===== config.mk =====
export PLATFORM = sky130hd
export DESIGN_NAME = slos_rec_ctrl_g4
export DESIGN_NICKNAME = d
export VERILOG_FILES = /design/src/rtl/slos_rec_ctrl_g4.sv
export SDC_FILE = /design/constraint.sdc
export NUM_CORES = 1
export LEC_CHECK = 0
export CAP_MARGIN = 10
export CELL_PAD_IN_SITES_DETAIL_PLACEMENT = 0
export CELL_PAD_IN_SITES_GLOBAL_PLACEMENT = 1
export CORE_UTILIZATION = 40
export CTS_CLUSTER_SIZE = 10
export DETAILED_ROUTE_END_ITERATION = 7
export PLACE_DENSITY_LB_ADDON = 0.1
export SYNTH_ARGS = -nofsm -noshare
export SYNTH_HDL_FRONTEND = slang
export SYNTH_SLANG_ARGS = --single-unit

===== constraint.sdc =====
create_clock -name clk -period 2.34 [get_ports clk]
set_input_delay 0.702 -clock clk [delete_from_list [all_inputs] [get_ports clk]]
set_output_delay 0.702 -clock clk [all_outputs]
set_load 0.01 [all_outputs]

===== src/rtl/slos_rec_ctrl_g4.sv =====
// Gen4 SLOS receive controller: arms the lane 0/1 PRBS11 SLOS checkers, qualifies
// consecutive correctly spaced os_rec pulses per lane and reports lock or timeout.
module slos_rec_ctrl_g4 #(
    parameter int SLOS_LEN       = 448,
    parameter int GAP_SLACK      = 8,
    parameter int REQ_COUNT      = 2,
    parameter int TIMEOUT_CYCLES = 65536
) (
    input  logic       clk,
    input  logic       reset,
    input  logic       start,
    input  logic       lane1_active,
    input  logic       os_rec_l0,
    input  logic       os_rec_l1,
    output logic       rec_en_l0,
    output logic       rec_en_l1,
    output logic       slos_done,
    output logic       slos_fail,
    output logic [2:0] state
);

    localparam int              TW         = $clog2(TIMEOUT_CYCLES);
    localparam logic [TW-1:0]   TIMER_LAST = TW'(TIMEOUT_CYCLES - 1);
    localparam logic [10:0]     GAP_LO     = 11'(SLOS_LEN - GAP_SLACK);
    localparam logic [10:0]     GAP_HI     = 11'(SLOS_LEN + GAP_SLACK);
    localparam logic [10:0]     GAP_LATE   = 11'(SLOS_LEN + GAP_SLACK + 1);
    localparam logic [3:0]      CNT_REQ    = 4'(REQ_COUNT);

    typedef enum logic [2:0] {
        ST_IDLE = 3'd0,
        ST_ARM  = 3'd1,
        ST_HUNT = 3'd2,
        ST_DONE = 3'd3,
        ST_FAIL = 3'd4
    } state_e;

    typedef struct packed {
        logic [3:0] cnt;
        logic [9:0] gap;
    } trk_t;

    // One HUNT cycle of a lane tracker; a locked lane freezes and ignores further pulses.
    function automatic trk_t trk_next(input trk_t cur, input logic pulse);
        trk_t        nxt;
        logic [10:0] gap_inc;
        nxt     = cur;
        gap_inc = {1'b0, cur.gap} + 11'd1;
        if (cur.cnt == CNT_REQ) begin
            nxt = cur;
        end else if (pulse) begin
            nxt.gap = '0;
            if (cur.cnt != '0 && gap_inc >= GAP_LO && gap_inc <= GAP_HI)
                nxt.cnt = cur.cnt + 4'd1;
            else
                nxt.cnt = 4'd1;
        end else if (cur.cnt != '0) begin
            if (gap_inc == GAP_LATE) begin
                nxt.cnt = '0;
                nxt.gap = '0;
            end else begin
                nxt.gap = gap_inc[9:0];
            end
        end
        return nxt;
    endfunction

    state_e        state_q, state_d;
    logic          dual_q, dual_d;
    trk_t          trk0_q, trk0_d, trk1_q, trk1_d;
    logic [TW-1:0] timer_q, timer_d;
    logic          rec_en_l0_q, rec_en_l0_d;
    logic          rec_en_l1_q, rec_en_l1_d;
    logic          slos_done_q, slos_done_d;
    logic          slos_fail_q, slos_fail_d;
    logic          lock0, lock1;

    always_comb begin
        // NOTE: every variable gets a default first so no path through the case can infer a latch.
        state_d = state_q;
        dual_d  = dual_q;
        trk0_d  = '0;
        trk1_d  = '0;
        timer_d = '0;
        lock0   = 1'b0;
        lock1   = 1'b0;

        unique case (state_q)
            ST_IDLE: begin
                dual_d = lane1_active;
                if (start) state_d = ST_ARM;
            end
            ST_ARM: state_d = ST_HUNT;
            ST_HUNT: begin
                trk0_d  = trk_next(trk0_q, os_rec_l0);
                trk1_d  = dual_q ? trk_next(trk1_q, os_rec_l1) : '0;
                timer_d = timer_q + TW'(1);
                lock0   = (trk0_d.cnt == CNT_REQ);
                lock1   = !dual_q || (trk1_d.cnt == CNT_REQ);
                if (lock0 && lock1)
                    state_d = ST_DONE;
                else if (timer_q == TIMER_LAST)
                    state_d = ST_FAIL;
            end
            ST_DONE, ST_FAIL: state_d = state_q;
            default: state_d = ST_IDLE;
        endcase

        // Dropping start aborts from anywhere and wipes all tracking state.
        if (!start && state_q != ST_IDLE) begin
            state_d = ST_IDLE;
            trk0_d  = '0;
            trk1_d  = '0;
            timer_d = '0;
        end

        rec_en_l0_d = (state_d == ST_HUNT);
        rec_en_l1_d = (state_d == ST_HUNT) && dual_d;
        slos_done_d = (state_d == ST_DONE);
        slos_fail_d = (state_d == ST_FAIL);
    end

    always_ff @(posedge clk or negedge reset) begin
        if (!reset) begin
            state_q     <= ST_IDLE;
            dual_q      <= 1'b0;
            trk0_q      <= '0;
            trk1_q      <= '0;
            timer_q     <= '0;
            rec_en_l0_q <= 1'b0;
            rec_en_l1_q <= 1'b0;
            slos_done_q <= 1'b0;
            slos_fail_q <= 1'b0;
        end else begin
            state_q     <= state_d;
            dual_q      <= dual_d;
            trk0_q      <= trk0_d;
            trk1_q      <= trk1_d;
            timer_q     <= timer_d;
            rec_en_l0_q <= rec_en_l0_d;
            rec_en_l1_q <= rec_en_l1_d;
            slos_done_q <= slos_done_d;
            slos_fail_q <= slos_fail_d;
        end
    end

    assign rec_en_l0 = rec_en_l0_q;
    assign rec_en_l1 = rec_en_l1_q;
    assign slos_done = slos_done_q;
    assign slos_fail = slos_fail_q;
    assign state     = state_q;

endmodule

==> metrics.md, run 1 <==
| Metric | Value |
|---|---|
| Area of the multi-input gates | `2300 µm²` |
| All-Layer GR Usage | `19.9%` |
| Syn Area/Cell | `8.96 µm²` |
| Final worst slack | `-197 ps` |
| Finish-stage setup viols | `8` |
| Die X | `between 90 and 100 µm` |
| Min Hold Slack | `365 ps` |
| Critical path peak fanout | `8` |
| Slew HR | `between 60% and 70%` |
| Part of the cycle the worst path needs | `108%` |
| Final WL | `9.16 mm` |
| Clock slew at reported path FFs | `around 110 ps` |
| Leak pwr | `0.00206 µW` |
| CTS sink count | `52` |
| RSZ-0062 raised after global routing | `true` |
| Synth Register Bits | `52` |
| Area occupied by registers | `1300 µm²` |
| Mapped cell area | `3590 µm²` |
| Syn. warnings | `0` |
| Crit-path cells | `ha_4 > buf_4 > nand4_4 > or3b_4 > a21oi_4 > buf_4 > o41ai_4 > o22ai_2 > nor4_4 > buf_4 > o311a_1` |
| Worst Path Required | `2550 ps` |
| CTS tree | `done` |
| Critical path type | `flip-flop to flip-flop` |
| Leading area contributor after synthesis | `dfrtp_1` |
| Top cell type's share of synthesized area | `36.2%` |
| Slowest CP cell | `dfrtp_1` |
| Failing checks | `setup timing` |
| Worst Hold Class | `input pin to asynchronous set/reset pin` |
| # IOs | `13` |
| Number of synthesized flops with an enable pin | `0` |
| CP arrival | `2750 ps` |
| Clock Latency Late Sink | `310 ps` |
| Primary FF master, synth | `dfrtp_1` |
| Crit start category | `flip-flop` |
| H-tree Lvls | `2` |
| Port Buf Inserts | `12` |
| Syn_nets | `420` |
| CTS buffer count | `5` |
| CP max stage delay | `about 430 ps` |
| Final-report max-slew violation count | `0` |
| Power density cells | `about 350 nW/µm²` |
| Share of cells above drive strength 1 | `33.1%` |
| Largest net degree at the start of global routing | `33` |
| Worst-Margin Slew | `576 ps` |
| Worst setup path startpoint | `trk1_q[0]$_DFFE_PN0P_` |
| FP Rows | `34` |
| DR iter-0 viols | `108` |
| Most used cell, CP | `buf_4` |
| Initial Util | `41.2%` |
| Worst VDD drop | `273 µV` |
| Core area | `8720 µm²` |
| WL/cell | `14.9 µm` |
| Vias/cell | `between 5 and 6` |
| Critical Path End Type | `flip-flop` |
| Synthesis-to-layout area growth | `34.1%` |
| Post-synth ARST share | `100%` |
| Fmax | `0.394 GHz` |
| Initial antenna violation count | `0` |
| RePlAce Congestion | `0.851` |
| Max-cap violations | `0` |
| Die H | `96.8 µm` |
| Fillcell total | `~820` |
| Grt total ovfl | `0` |
| DRC | `0` |
| Total Power | `about 1700 µW` |
| Vias in the first global route | `around 3.1k` |
| Post-Route Skew | `12.3 ps` |
| Dpl hpwl | `6.66 mm` |
| Clock root cell | `clkbuf_8` |
| Detailed Routing Iterations Pass 1 | `4` |
| Tmin final | `2540 ps` |
| Synth unique cells | `between 70 and 80` |
| Synth area leaders | `dfrtp_1 36%, ha_1 4.5%, nor2_1 4.4%` |
| Global-route wire length before repair | `15.3 mm` |
| Post-route ant nets | `0` |
| Vias | `around 3.3k` |
| Seq/Total Area, Yosys | `36.2%` |
| Worst r2r src | `trk1_q[0]$_DFFE_PN0P_` |
| Final Hold Fails | `0` |
| ANT cells | `0` |
| # nets final | `523` |
| Post-synthesis cell count | `401` |
| Status | `complete, but fails checks` |
| DIE AREA | `9360 µm²` |
| CTS max path bufs | `2` |
-- routing by layer --
layer,GRT usage (%),wire length [µm],up-vias
met5,0,0,-
met2,31.9,4340,25
met1,28.6,4570,1594
met3,2.89,181,5
met4,4.13,61,0
li1,-,-,1652
-- sequential cells by signal, summed over array words and instances (netlist names) --
name,flops
dual_q,1
rec_en_l0,1
rec_en_l1,1
slos_done,1
slos_fail,1
state,3
timer_q,16
trk0_q,14
trk1_q,14
-- metrics by stage --
| stage | cells | utilization, % | setup WS, ps | TNS (ps) | area, µm² |
|---|---|---|---|---|---|
| floorplan | 401 | - | -117 | -798 | 3610 |
| global placement | 598 | 51.6 | -375 | -3340 | 4500 |
| detailed placement | 598 | 51.6 | -401 | -3470 | 4500 |
| CTS | 609 | 53.7 | -204 | -1300 | 4680 |
| global route | 613 | 55.3 | -338 | -2960 | 4820 |
| finish | 613 | 55.3 | -197 | -1260 | 4820 |
-- logic make-up (layout without fill, tap and decap cells) --
| family | Yosys count | in the layout | share of synthesized area [%] |
|---|---|---|---|
| compound gates | 98 | 98 | 20.3 |
| xor+xnor | 21 | 21 | 5.12 |
| fa+ha+maj | 13 | 13 | 4.53 |
| flops | 52 | 52 | 36.2 |
| simple gates | 177 | 177 | 27.3 |
| buf+inv | 33 | 137 | 4.35 |
| mux | 7 | 7 | 2.16 |
-- path summary, 6_finish.rpt --
kind	end	slack, ps	cells after the start
max	state[1]$_DFF_PN0_	-200	11
min	trk0_q[4]$_DFFE_PN0P_	370	1
max reg2reg	state[1]$_DFF_PN0_	-200	11
min reg2reg	timer_q[0]$_DFF_PN0_	460	1
max in group asynchronous	trk1_q[2]$_DFFE_PN0P_	1390	2
min in group clk	timer_q[0]$_DFF_PN0_	460	1
-- what timing repair did --
action | 4_1_cts | 5_1_grt
hold buffers | 0 | 0
endpoints found under the hold margin | 0 | 0
pin swaps | 8 | 19
setup buffers | 3 | 4
gates cloned | 0 | 0
gates resized for setup | 11 | 28
setup endpoints to repair | 7 | 19
-- power breakdown --
group          total [µW]  internal (µW)  switching, µW
Clock                 549            216            333
Combinational         188           93.6           94.2
Sequential            929            912           16.4
Total                1670           1220            444
-- worst max-delay path: cells and delay by family, from the launching register on --
family                     cells  cell delay [ps]
AOI/OAI and AO/OA              4              780
adders and majority gates      1              200
buffers and inverters          3              450
DFF                            1              430
and+or+nand+nor                3              580
-- synth_stat cells (3+ instances only) --
cell type  number
dfrtp_1        52
nor2_1         42
nand2_1        39
o21ai_0        30
nand3_1        21
xor2_1         15
a21oi_1        14
inv_1          14
ha_1           13
nand2b_1       10
and3_1          9
clkbuf_1        8
o41ai_1         7
and2_1          6
nand3b_1        6
nor2b_1         6
o31ai_1         6
xnor2_1         6
a31oi_1         5
buf_2           5
buf_4           5
nand4_1         5
nor3_1          5
mux2i_1         4
and4_1          3
o22ai_1         3
-- cells in the final DEF, fill, tap and decap left out, types with 3 or more instances in the layout --
cell type,instances
a21oi_1,10
a21oi_2,6
a31oi_1,4
and2_1,5
and3_1,9
and4_1,3
buf_4,96
buf_6,5
clkbuf_8,5
clkdlybuf4s50_1,11
dfrtp_1,51
ha_1,11
inv_1,14
mux2i_1,4
nand2_1,36
nand2_2,3
nand2b_1,9
nand3_1,20
nand3b_1,6
nand4_1,5
nor2_1,42
nor2b_1,6
nor3_1,5
o21ai_0,25
o21ai_1,5
o31ai_1,6
o41ai_1,5
xnor2_1,5
xor2_1,15
-- final cells by class --
class                      instances  area share, %
clock buffer                       5           1.43
clock inverter                     3          0.467
timing repair buffer             115           19.3
inverter                          14           1.09
multi-input combinational        316           47.8
sequential                        52           27.0
tap                              108           2.80
No activity file was read; power rests on OpenSTA's default activity.
==> run 2: changes to the inputs <==
--- a/config.mk
+++ b/config.mk
@@ -11,6 +11,7 @@
 export CORE_UTILIZATION = 40
 export CTS_CLUSTER_SIZE = 10
 export DETAILED_ROUTE_END_ITERATION = 7
+export DONT_BUFFER_PORTS = 1
 export PLACE_DENSITY_LB_ADDON = 0.1
 export SYNTH_ARGS = -nofsm -noshare
 export SYNTH_HDL_FRONTEND = slang
==> run 2 against run 1 <==
Net effect:
- the run still ends with setup timing left
- fmax up 2.3%
- global-route usage down 0.17 points
- sequential cell count unchanged
- non-clock buffer count down 18
- total power down 2.1%
- sequential power about the same
- register-to-register slack better by 60 ps
- largest cell class unchanged
- largest power group unchanged
==> metrics.md, run 2 (synthesis gave the netlist of run 1 again) <==
| Metric | Value |
|---|---|
| Status | `complete, but fails checks (unchanged)` |
| Failing checks | `setup timing (unchanged)` |
| Final WL | `8.91 mm (was 9.16 mm)` |
| All-Layer GR Usage | `19.7% (was 19.9%)` |
| Die X | `96.8 µm (unchanged)` |
| FP Rows | `34 (unchanged)` |
| Met1 Use GR | `26.4% (was 28.6%)` |
| Commonest non-fill, non-tap cells in the layout | `91 x buf_4, 52 x dfrtp_1, 42 x nor2_1 (was 96 x buf_4, 51 x dfrtp_1, 42 x nor2_1)` |
| Core area | `8720 µm² (unchanged)` |
| Worst VDD drop | `225 µV (was 273 µV)` |
| Reg-to-reg endpoint | `slos_done$_DFF_PN0_ (was state[1]$_DFF_PN0_)` |
| TNS Setup | `-820 ps (was -1260 ps)` |
| Slew HR | `73.0% (was 61.6%)` |
| CP arrival | `2740 ps (was 2750 ps)` |
| Total Power | `1630 µW (was 1670 µW)` |
| Layer with the highest usage | `met2 (unchanged)` |
| Leak pwr | `0.00199 µW (was 0.00206 µW)` |
| # IOs | `13 (unchanged)` |
| CTS max path bufs | `2 (unchanged)` |
| Post-Route Skew | `9.69 ps (was 12.3 ps)` |
| Worst-Margin Slew | `403 ps (was 576 ps)` |
| Post-route ant nets | `0 (unchanged)` |
| Clock slew at reported path FFs | `110 ps (about the same)` |
| Area occupied by registers | `1300 µm² (about the same)` |
| CTS tree | `done (unchanged)` |
| Final instance area | `4670 µm² (was 4820 µm²)` |
| Reg with most FFs | `timer_q (unchanged)` |
| Met3 usage | `3.76% (was 2.89%)` |
| Max-cap violations | `0 (unchanged)` |
| Share of cells above drive strength 1 | `34.5% (was 33.1%)` |
| Vias in the first global route | `3153 (was 3144)` |
| Crit start category | `flip-flop (unchanged)` |
| Worst Hold Class | `input pin to asynchronous set/reset pin (unchanged)` |
| CTS buffer count | `5 (unchanged)` |
| Vias/cell | `5.40 (was 5.34)` |
| ANT cells | `0 (unchanged)` |
| DIE AREA | `9360 µm² (unchanged)` |
| Critical Path End Type | `flip-flop (unchanged)` |
| # nets final | `505 (was 523)` |
| Tmin final | `2480 ps (was 2540 ps)` |
| Detailed Routing Iterations Pass 1 | `4 (unchanged)` |
| Die H | `96.8 µm (unchanged)` |
| Net switching fraction of the power | `26.2% (was 26.7%)` |
| Final Hold Fails | `0 (unchanged)` |
| Critical path peak fanout | `7 (was 8)` |
| Seq pwr share | `57.0% (was 55.8%)` |
| RSZ-0062 raised after global routing | `true (unchanged)` |
| R2R setup slack | `-140 ps (was -200 ps)` |
| Clock root cell | `clkbuf_8 (unchanged)` |
| Clock Latency Late Sink | `320 ps (was 310 ps)` |
| Placed cell area | `4290 µm² (was 4500 µm²)` |
| GR Util met2 | `32.3% (was 31.9%)` |
| CTS sink count | `52 (unchanged)` |
| Reg2Reg Depth | `10 (was 11)` |
| Final-report max-slew violation count | `0 (unchanged)` |
| DRC | `0 (unchanged)` |
| Net Sw Power | `427 µW (was 444 µW)` |
| Area of the multi-input gates | `2320 µm² (was 2300 µm²)` |
| Max FFs per register | `16 (unchanged)` |
| Port Buf Inserts | `0 (was 12)` |
| Fillcell total | `828 (was 819)` |
| Dpl hpwl | `6.41 mm (was 6.66 mm)` |
| Synthesis-to-layout area growth | `30.0% (was 34.1%)` |
| WL/cell | `15.0 µm (was 14.9 µm)` |
| H-tree Lvls | `2 (unchanged)` |
| Commonest non-fill, non-tap cell in the layout | `buf_4 (unchanged)` |
| Largest net degree at the start of global routing | `53 (was 33)` |
| Fmax | `0.403 GHz (was 0.394 GHz)` |
| Comb power frac | `8.0% (was 11.3%)` |
| DP Worst Slack | `-209 ps (was -401 ps)` |
| DR iter-0 viols | `77 (was 108)` |
| Vias | `3214 (was 3276)` |
| Critical path type | `flip-flop to flip-flop (unchanged)` |
| Grt total ovfl | `0 (unchanged)` |
| Part of the cycle the worst path needs | `106% (was 108%)` |
| Power density cells | `349 nW/µm² (was 346 nW/µm²)` |
| Finish-stage setup viols | `7 (was 8)` |
| Biggest regs | `timer_q (16), trk0_q (14), trk1_q (14) (unchanged)` |
| Initial antenna violation count | `0 (unchanged)` |
| Worst Path Required | `2600 ps (was 2550 ps)` |
| RePlAce Congestion | `0.873 (was 0.851)` |
| Worst r2r src | `trk1_q[0]$_DFFE_PN0P_ (unchanged)` |
| Critical Path Sink | `slos_done$_DFF_PN0_ (was state[1]$_DFF_PN0_)` |
| Final design utilization | `53.5% (was 55.3%)` |
| Initial Util | `41.2% (unchanged)` |
| Worst setup path startpoint | `trk1_q[0]$_DFFE_PN0P_ (unchanged)` |
| Clock share of power | `35.0% (was 33.0%)` |
| Int Pwr | `1200 µW (was 1220 µW)` |
| Final worst slack | `-139 ps (was -197 ps)` |
| Global-route wire length before repair | `15.1 mm (was 15.3 mm)` |
run 2: cell count changes in the layout (fill, tap and decap cells not counted), sizes merged:
cell	previous run	this run
buf	104	97
inv	15	17
clkinv	2	0
clkdlybuf4s50	11	0
run 2: per-stage QoR:
step	instances	hold slack, ps
finish	595	67.4
global route	595	35.5
CTS	592	48.0
detailed placement	575	408
global placement	575	408
floorplan	401	406
run 2: critical path: stages (launching register included):
cell	delay, ps
dfrtp_1	420
buf_6	130
and3_4	190
mux2_4	330
o22ai_4	210
nand3_2	110
o41ai_2	270
o22ai_2	140
nor4_4	300
buf_6	160
o211a_1	160
run 2: how the worst min path moves through the flow:
stage | start | cells past startpoint | end
after global routing | reset | 0 | trk0_q[7]$_DFFE_PN0P_
after detailed placement | reset | 0 | trk0_q[5]$_DFFE_PN0P_
final | reset | 0 | trk0_q[4]$_DFFE_PN0P_
after global placement | reset | 0 | trk0_q[4]$_DFFE_PN0P_
after floorplan | reset | 0 | dual_q$_DFF_PN0_
after CTS | reset | 0 | trk0_q[7]$_DFFE_PN0P_
run 2: cell type report:
class	count	share of cell area [%]
Timing Repair Buffer	97	16.3
Clock buffer	5	1.47
Inverter	14	1.13
Tap cell	108	2.89
Clock inverter	3	0.616
Multi-Input combinational cell	316	49.7
Sequential cell	52	27.9
run 2: timing repair:
item                       4_1_cts  5_1_grt
setup buffers                    9        6
hold buffers                     0        0
gates resized for setup         22       25
pin swaps                       13       16
setup endpoints to repair        7       20
run 2: routing by layer:
metal,share of wire (%),vias to the layer above
li1,-,1609
met1,48,1564
met2,48,28
met3,2.9,13
met4,1.6,0
met5,0,-
run 2: power groups by stage:
| stage | Clock [µW] | Sequential [µW] | Combinational (µW) |
|---|---|---|---|
| final | 571 | 929 | 131 |
| after global routing | 640 | 932 | 141 |
| after CTS | 606 | 930 | 126 |
| after detailed placement | 0 | 946 | 115 |
| after global placement | 0 | 946 | 115 |
| after floorplan | 0 | 948 | 66.4 |
